`config.mk`:
```
export PLATFORM = sky130hd
export DESIGN_NAME = dds_phase_gen_mc
export DESIGN_NICKNAME = d
export VERILOG_FILES = /design/src/rtl/dds_phase_gen_mc.sv
export SDC_FILE = /design/constraint.sdc
export NUM_CORES = 1
export LEC_CHECK = 0
export ABC_CLOCK_PERIOD_IN_PS = 2500
export CELL_PAD_IN_SITES_DETAIL_PLACEMENT = 0
export CELL_PAD_IN_SITES_GLOBAL_PLACEMENT = 1
export CORE_ASPECT_RATIO = 1.75
export CORE_MARGIN = 4
export CORE_UTILIZATION = 30
export CTS_CLUSTER_DIAMETER = 100
export DETAILED_ROUTE_END_ITERATION = 7
export PLACE_DENSITY_LB_ADDON = 0.1
export SYNTH_ARGS = -nofsm -noshare
export SYNTH_HDL_FRONTEND = slang
export SYNTH_SLANG_ARGS = --single-unit
```
`constraint.sdc`:
```
create_clock -name clk -period 2.5 [get_ports clk]
set_input_delay 0.75 -clock clk [delete_from_list [all_inputs] [get_ports clk]]
set_output_delay 0.75 -clock clk [all_outputs]
set_load 0.01 [all_outputs]
```
`src/rtl/dds_phase_gen_mc.sv`:
```
// Multi-channel DDS phase accumulator with shadow/active register banks and atomic commit.
// Latency 1 cycle enable->phase_o; no backpressure. Optional DDS_FREQ_SWEEP_EN adds per-channel frequency sweep.
module dds_phase_gen_mc #(
    parameter int DATA_WIDTH = 16,
    parameter int F_width    = 14,
    parameter int NUM_CH     = 4,
    parameter int CH_W       = (NUM_CH > 1) ? $clog2(NUM_CH) : 1
) (
    input  logic                         clk,
    input  logic                         rst,
    input  logic                         enable,
    input  logic                         wr_en,
    input  logic [1:0]                   wr_sel,
    input  logic [CH_W-1:0]              wr_ch,
    input  logic [DATA_WIDTH-1:0]        wr_data,
    input  logic                         set_regs,
    input  logic [NUM_CH-1:0]            phase_load,
    output logic [NUM_CH*DATA_WIDTH-1:0] phase_o,
    output logic [NUM_CH-1:0]            wrap_o,
    output logic                         valid_o
);
    localparam int I_WIDTH = DATA_WIDTH - F_width;
    // Top integer bit is the wrap bit; everything below it is the modulo-M phase.
    localparam logic [DATA_WIDTH-1:0] MOD_MASK = {1'b0, {(I_WIDTH - 1 + F_width){1'b1}}};

    typedef logic [DATA_WIDTH-1:0] word_t;

    word_t             sh_freq_q   [NUM_CH];
    word_t             sh_phase_q  [NUM_CH];
    word_t             act_freq_q  [NUM_CH];
    word_t             act_phase_q [NUM_CH];
    word_t             acc_q       [NUM_CH];
    word_t             acc_d       [NUM_CH];
    word_t             sum_d       [NUM_CH];
    logic [NUM_CH-1:0] wrap_q, wrap_d;
    logic              valid_q;
    logic              wr_hit;
`ifdef DDS_FREQ_SWEEP_EN
    word_t             sh_step_q   [NUM_CH];
    word_t             act_step_q  [NUM_CH];
`endif

    assign wr_hit = wr_en && (int'(wr_ch) < NUM_CH);

    // Active registers are stored already reduced mod M, so the sum never exceeds 2M-2.
    always_comb begin
        for (int k = 0; k < NUM_CH; k++) begin
            sum_d[k]  = acc_q[k] + act_freq_q[k];
            acc_d[k]  = acc_q[k];
            wrap_d[k] = 1'b0;
            if (enable) begin
                if (phase_load[k]) begin
                    acc_d[k] = act_phase_q[k];
                end else begin
                    acc_d[k]  = sum_d[k] & MOD_MASK;
                    wrap_d[k] = sum_d[k][DATA_WIDTH-1];
                end
            end
        end
    end

    always_ff @(posedge clk or negedge rst) begin
        if (!rst) begin
            for (int k = 0; k < NUM_CH; k++) begin
                sh_freq_q[k]   <= '0;
                sh_phase_q[k]  <= '0;
                act_freq_q[k]  <= '0;
                act_phase_q[k] <= '0;
                acc_q[k]       <= '0;
`ifdef DDS_FREQ_SWEEP_EN
                sh_step_q[k]   <= '0;
                act_step_q[k]  <= '0;
`endif
            end
            wrap_q  <= '0;
            valid_q <= 1'b0;
        end else begin
            valid_q <= enable;
            wrap_q  <= wrap_d;
            for (int k = 0; k < NUM_CH; k++) begin
                acc_q[k] <= acc_d[k];
                if (set_regs) begin
                    act_freq_q[k]  <= sh_freq_q[k] & MOD_MASK;
                    act_phase_q[k] <= sh_phase_q[k] & MOD_MASK;
`ifdef DDS_FREQ_SWEEP_EN
                    act_step_q[k]  <= sh_step_q[k] & MOD_MASK;
                end else if (enable) begin
                    act_freq_q[k]  <= (act_freq_q[k] + act_step_q[k]) & MOD_MASK;
`endif
                end
            end
            // Shadow write lands after the commit has sampled the old shadow value.
            if (wr_hit) begin
                case (wr_sel)
                    2'd0:    sh_freq_q[wr_ch]  <= wr_data;
                    2'd1:    sh_phase_q[wr_ch] <= wr_data;
`ifdef DDS_FREQ_SWEEP_EN
                    2'd2:    sh_step_q[wr_ch]  <= wr_data;
`endif
                    default: ;
                endcase
            end
        end
    end

    for (genvar g = 0; g < NUM_CH; g++) begin : g_pack
        assign phase_o[g*DATA_WIDTH +: DATA_WIDTH] = acc_q[g];
    end

    assign wrap_o  = wrap_q;
    assign valid_o = valid_q;

endmodule

```
==> impl_summary.txt <==
----------------------------------------------------
[Critical path]
  Slowest stage delay, CP ... approximately 0.45 ns
  Ordered list of cells on the worst path ... ha_4, inv_2, fa_2, nor2b_4, o31a_1, o41a_1, o22ai_2, nor4b_1, or3b_1
  Category of the critical setup timing path ... reg2reg
  Number of cells traversed by the worst register-to-register path ... 9
  Launch instance of the worst register-to-register path ... phase_o[0]$_DFFE_PN0P_
  Startpoint kind of the worst setup timing path ... register
  Crit path buf inv count ... 1
  Worst reg2reg setup slack ... just under 0.09 ns
  Reg-to-Reg End ... phase_o[12]$_DFFE_PN0P_
  Crit path required time ... 2.94 ns
  CP max-delay cell ... sky130_fd_sc_hd__o41a_1
  Biggest fanout along the worst timing path ... 3
  Setup crit end kind ... register
  Top delay family on crit path ... compound AO/OA/AOI/OAI gates
  Arrival @ worst endpoint ... ~2.9 ns
  Source of the critical timing path ... phase_o[0]$_DFFE_PN0P_

[Routing]
  Length of routed wiring on met1 ... roughly 16 mm
  Met3 wirelength from detailed routing ... 1.23 mm
  Via count ... 9868
  Post-route DRC ... 0
  Initial drt markers ... 351
  Number of vias per cell after detailed routing ... 4.91
  Routed Wire Length ... slightly below 40 mm
  Highest Signal Layer ... met4
  Antenna Nets Post-Route ... 0
  Amount of wire on met2 after detailed routing ... ~22 mm
  TritonRoute pass-1 iters ... 5
  WL per Instance ... ~20 µm

[Synthesis]
  Netlist area before placement ... 14600 µm²
  Share of the synthesized area in the top cell type ... 0.524
  Synth Warn # ... 0
  Most frequent cell after synthesis ... sky130_fd_sc_hd__dfrtp_1
  Instance count of the mapped netlist ... around 1.2k
  Post-synthesis register bit count ... roughly 300
  Number of flops mapped to enable cells by yosys ... 0
  Share of the yosys chip area belonging to registers ... 0.524
  Leading cell types by total area after synthesis ... sky130_fd_sc_hd__dfrtp_1 (52%), sky130_fd_sc_hd__mux2_2 (18%), sky130_fd_sc_hd__ha_1 (5.2%), sky130_fd_sc_hd__a21oi_1 (2.3%), sky130_fd_sc_hd__nor2_1 (2.1%)
  Top FF cell, synth ... sky130_fd_sc_hd__dfrtp_1
  Top cell types by occurrence after synthesis ... sky130_fd_sc_hd__dfrtp_1 (305), sky130_fd_sc_hd__mux2_2 (239), sky130_fd_sc_hd__nor2_1 (81)
  Adder and majority gate portion of the synthesized area ... 0.0571
  Distinct cell type count after synthesis ... just under 70
  Proportion of synthesized area in mux cells ... 0.197
  Share of synthesized registers carrying an async set or reset ... 1.00
  Combinational family with the most area after synthesis ... multiplexers
  Post-Synthesis Mean Instance Area ... between 10 and 15 µm²
  Compound-cell area share of the yosys netlist ... 0.101
  Simple-Gate Fraction of Synth Area ... 0.0855
  Cell type contributing the most total cell area after synthesis ... sky130_fd_sc_hd__dfrtp_1
  Synth Area in XOR/XNOR ... 0.0126

[Floorplanning]
  Placement row count ... 106
  Height of the die ... around 300 µm
  Initial core utilization ... 0.304
  Die outline width ... about 170 µm
  Top-level I/O count ... 98
  Die footprint ... around 52000 µm²
  Core Area ... ~48000 µm²

[Timing]
  Setup violation total in the final timing report ... 0
  Final worst slack ... 0.0894 ns
  Measured slew at the worst slew-check pin ... between 0.6 and 0.7 ns
  Pins over their slew limit ... 0
  Peak clock frequency supported by timing ... around 410 MHz
  Share of the clock period used by the worst path ... 0.964
  Hold Fails Final Rpt ... 0
  Final setup skew ... between 0.015 and 0.02 ns
  RSZ-0062 raised after global routing ... true
  Max-slew headroom at the worst pin ... 0.543
  Min Clock Period, post-route ... around 2.4 ns

[GRT]
  Vias in the first global route ... 10.5k
  Pin count of the biggest net entering global routing ... 76
  Overall global routing resource usage ... 0.150
  Global route overflow ... 0
  Wire length of the first global-routing pass ... 61.4 mm
  Initial antenna violation count ... 0

[Min path]
  Class of the tightest hold or removal check ... in2async

[Cells and area]
  Number of nets in the finished design ... roughly 1.4k
  Fin cells ... between 2k and 2.5k
  Antenna diode instance count ... 0
  Area grow syn2layout ... 22.6%
  Layout cell share with drive strength beyond 1 ... 0.276
  Fillers ... ~4.7k

[Clock network]
  Clock insertion delay at the later pin of the skew report ... between 0.5 and 0.6 ns
  Clock Sinks ... 305
  TritonCTS Buffers ... 30
  Clock slew seen by the registers of the worst setup and hold paths ... 0.07 ns
  Max Buffers Root-to-Sink ... 3
  Clock tree from TritonCTS ... built
  Root Buffer ... sky130_fd_sc_hd__clkbuf_16
  Max H-tree Level ... 1

[Status]
  Run status ... completed

[Place]
  Number of cells after detailed placement ... approximately 2.0k
  Final HPWL from detailed placement ... 27.2 mm
  Placement-stage worst setup slack ... between 0.06 and 0.07 ns
  Final weighted congestion of routability-driven global placement ... between 0.7 and 0.8
  Number of buffers added on ports ... 92

[Power]
  Total power ... 19.2 mW
  Power density over the cells ... roughly 1100 nW/µm²
  Worst voltage drop across the vdd grid ... between 0.4 and 0.5 mV
  Static leakage ... ~7.8 nW

[Flow run]
  Max-Cap Viols ... 0

----------------------------------------------------
==> power breakdown <==
part,switching (mW),leakage [nW],internal [mW],total (mW)
clock network,1.98,0.502,2.69,4.67
logic,3.49,3.57,3.75,7.25
registers,0.975,3.73,6.34,7.31
==> worst max-delay path by stage <==
stage                                    endpoint  slack, ns  cells past startpoint
after floorplan           phase_o[12]$_DFFE_PN0P_       0.26                      9
after global placement    phase_o[55]$_DFFE_PN0P_       0.09                      8
after detailed placement  phase_o[12]$_DFFE_PN0P_       0.06                      9
after CTS                 phase_o[12]$_DFFE_PN0P_       0.04                      9
after global routing      phase_o[12]$_DFFE_PN0P_     -0.007                      9
final                     phase_o[12]$_DFFE_PN0P_       0.09                      9
==> layer usage <==
layer | vias up | global-route usage
met2 | 135 | 0.292
met1 | 5056 | 0.175
met5 | - | 0
met3 | 44 | 0.0179
met4 | 0 | 0.0324
li1 | 4633 | -
==> registers in the layout, summed over array words and instances (netlist names) <==
register	count
valid_o	1
act_phase_q	60
phase_o	60
act_freq_q	60
wrap_o	4
sh_phase_q	60
sh_freq_q	60
==> kinds of logic (layout without fill, tap and decap cells) <==
| logic type | after synthesis | after routing |
|---|---|---|
| mux | 256 | 256 |
| flops | 305 | 305 |
| xor+xnor | 21 | 21 |
| other cells | 1 | 4 |
| simple gates | 247 | 247 |
| buf+inv | 82 | 236 |
| compound gates | 230 | 230 |
| fa+ha+maj | 64 | 64 |
==> area by class of cell <==
type	instances	area (µm²)	share of cell area
clock inverters	16	166	0.00933
multi-input cells	822	6640	0.372
inverters	26	97.6	0.00547
flip-flops and latches	305	7630	0.428
clock buffers	38	842	0.0472
repair buffers	156	1650	0.0926
well taps	648	811	0.0455
==> cell usage in the layout, fill, tap and decap left out, types with 4 or more instances in the layout <==
cell,count
sky130_fd_sc_hd__dfrtp_1,305
sky130_fd_sc_hd__mux2_2,239
sky130_fd_sc_hd__clkdlybuf4s50_1,89
sky130_fd_sc_hd__nor2_1,81
sky130_fd_sc_hd__a21oi_1,68
sky130_fd_sc_hd__ha_1,59
sky130_fd_sc_hd__o21ai_0,52
sky130_fd_sc_hd__buf_4,46
sky130_fd_sc_hd__nand2_1,42
sky130_fd_sc_hd__clkbuf_16,31
sky130_fd_sc_hd__inv_1,24
sky130_fd_sc_hd__nor2b_1,21
sky130_fd_sc_hd__nand3_1,20
sky130_fd_sc_hd__buf_12,20
sky130_fd_sc_hd__mux2i_1,17
sky130_fd_sc_hd__nor3_1,15
sky130_fd_sc_hd__a211oi_1,14
sky130_fd_sc_hd__and3_1,13
sky130_fd_sc_hd__a31oi_1,13
sky130_fd_sc_hd__xnor2_1,13
sky130_fd_sc_hd__a21o_1,11
sky130_fd_sc_hd__nand2b_1,10
sky130_fd_sc_hd__nand3b_1,10
sky130_fd_sc_hd__clkinv_2,10
sky130_fd_sc_hd__o21ai_1,9
sky130_fd_sc_hd__o21a_1,9
sky130_fd_sc_hd__o211ai_1,8
sky130_fd_sc_hd__or3_1,8
sky130_fd_sc_hd__xor2_1,8
sky130_fd_sc_hd__nand4_1,7
sky130_fd_sc_hd__o21bai_1,4
sky130_fd_sc_hd__o31a_1,4
sky130_fd_sc_hd__or4_1,4
sky130_fd_sc_hd__conb_1,4
sky130_fd_sc_hd__clkbuf_8,4
==> worst register-to-register path, stage by stage (launching register included) <==
cell and delay [ns]:
sky130_fd_sc_hd__dfrtp_1 0.42, sky130_fd_sc_hd__ha_4 0.18, sky130_fd_sc_hd__inv_2 0.06, sky130_fd_sc_hd__fa_2 0.24, sky130_fd_sc_hd__nor2b_4 0.05, sky130_fd_sc_hd__o31a_1 0.26, sky130_fd_sc_hd__o41a_1 0.45, sky130_fd_sc_hd__o22ai_2 0.18
sky130_fd_sc_hd__nor4b_1 0.07, sky130_fd_sc_hd__or3b_1 0.38
==> repair_timing <==
item                                    in CTS  in global routing
resized for setup                            0                 11
buffers inserted                             0                  2
endpoints found under the setup margin       0                  9
hold buffers                                 0                  0
endpoints found under the hold margin        0                  0
==> through the flow <==
step           cell area [µm²]   TNS, ns  utilization  hold slack, ns
6_report                 17800         0        0.373           0.133
5_1_grt                  17800  -0.00734        0.373           0.132
4_1_cts                  17800         0        0.371           0.117
3_5_place_dp             16800         0        0.350           0.479
3_3_place_gp             16800         0        0.350           0.467
2_1_floorplan            14600         0            -           0.444
Power figures use the tool's default switching activity.
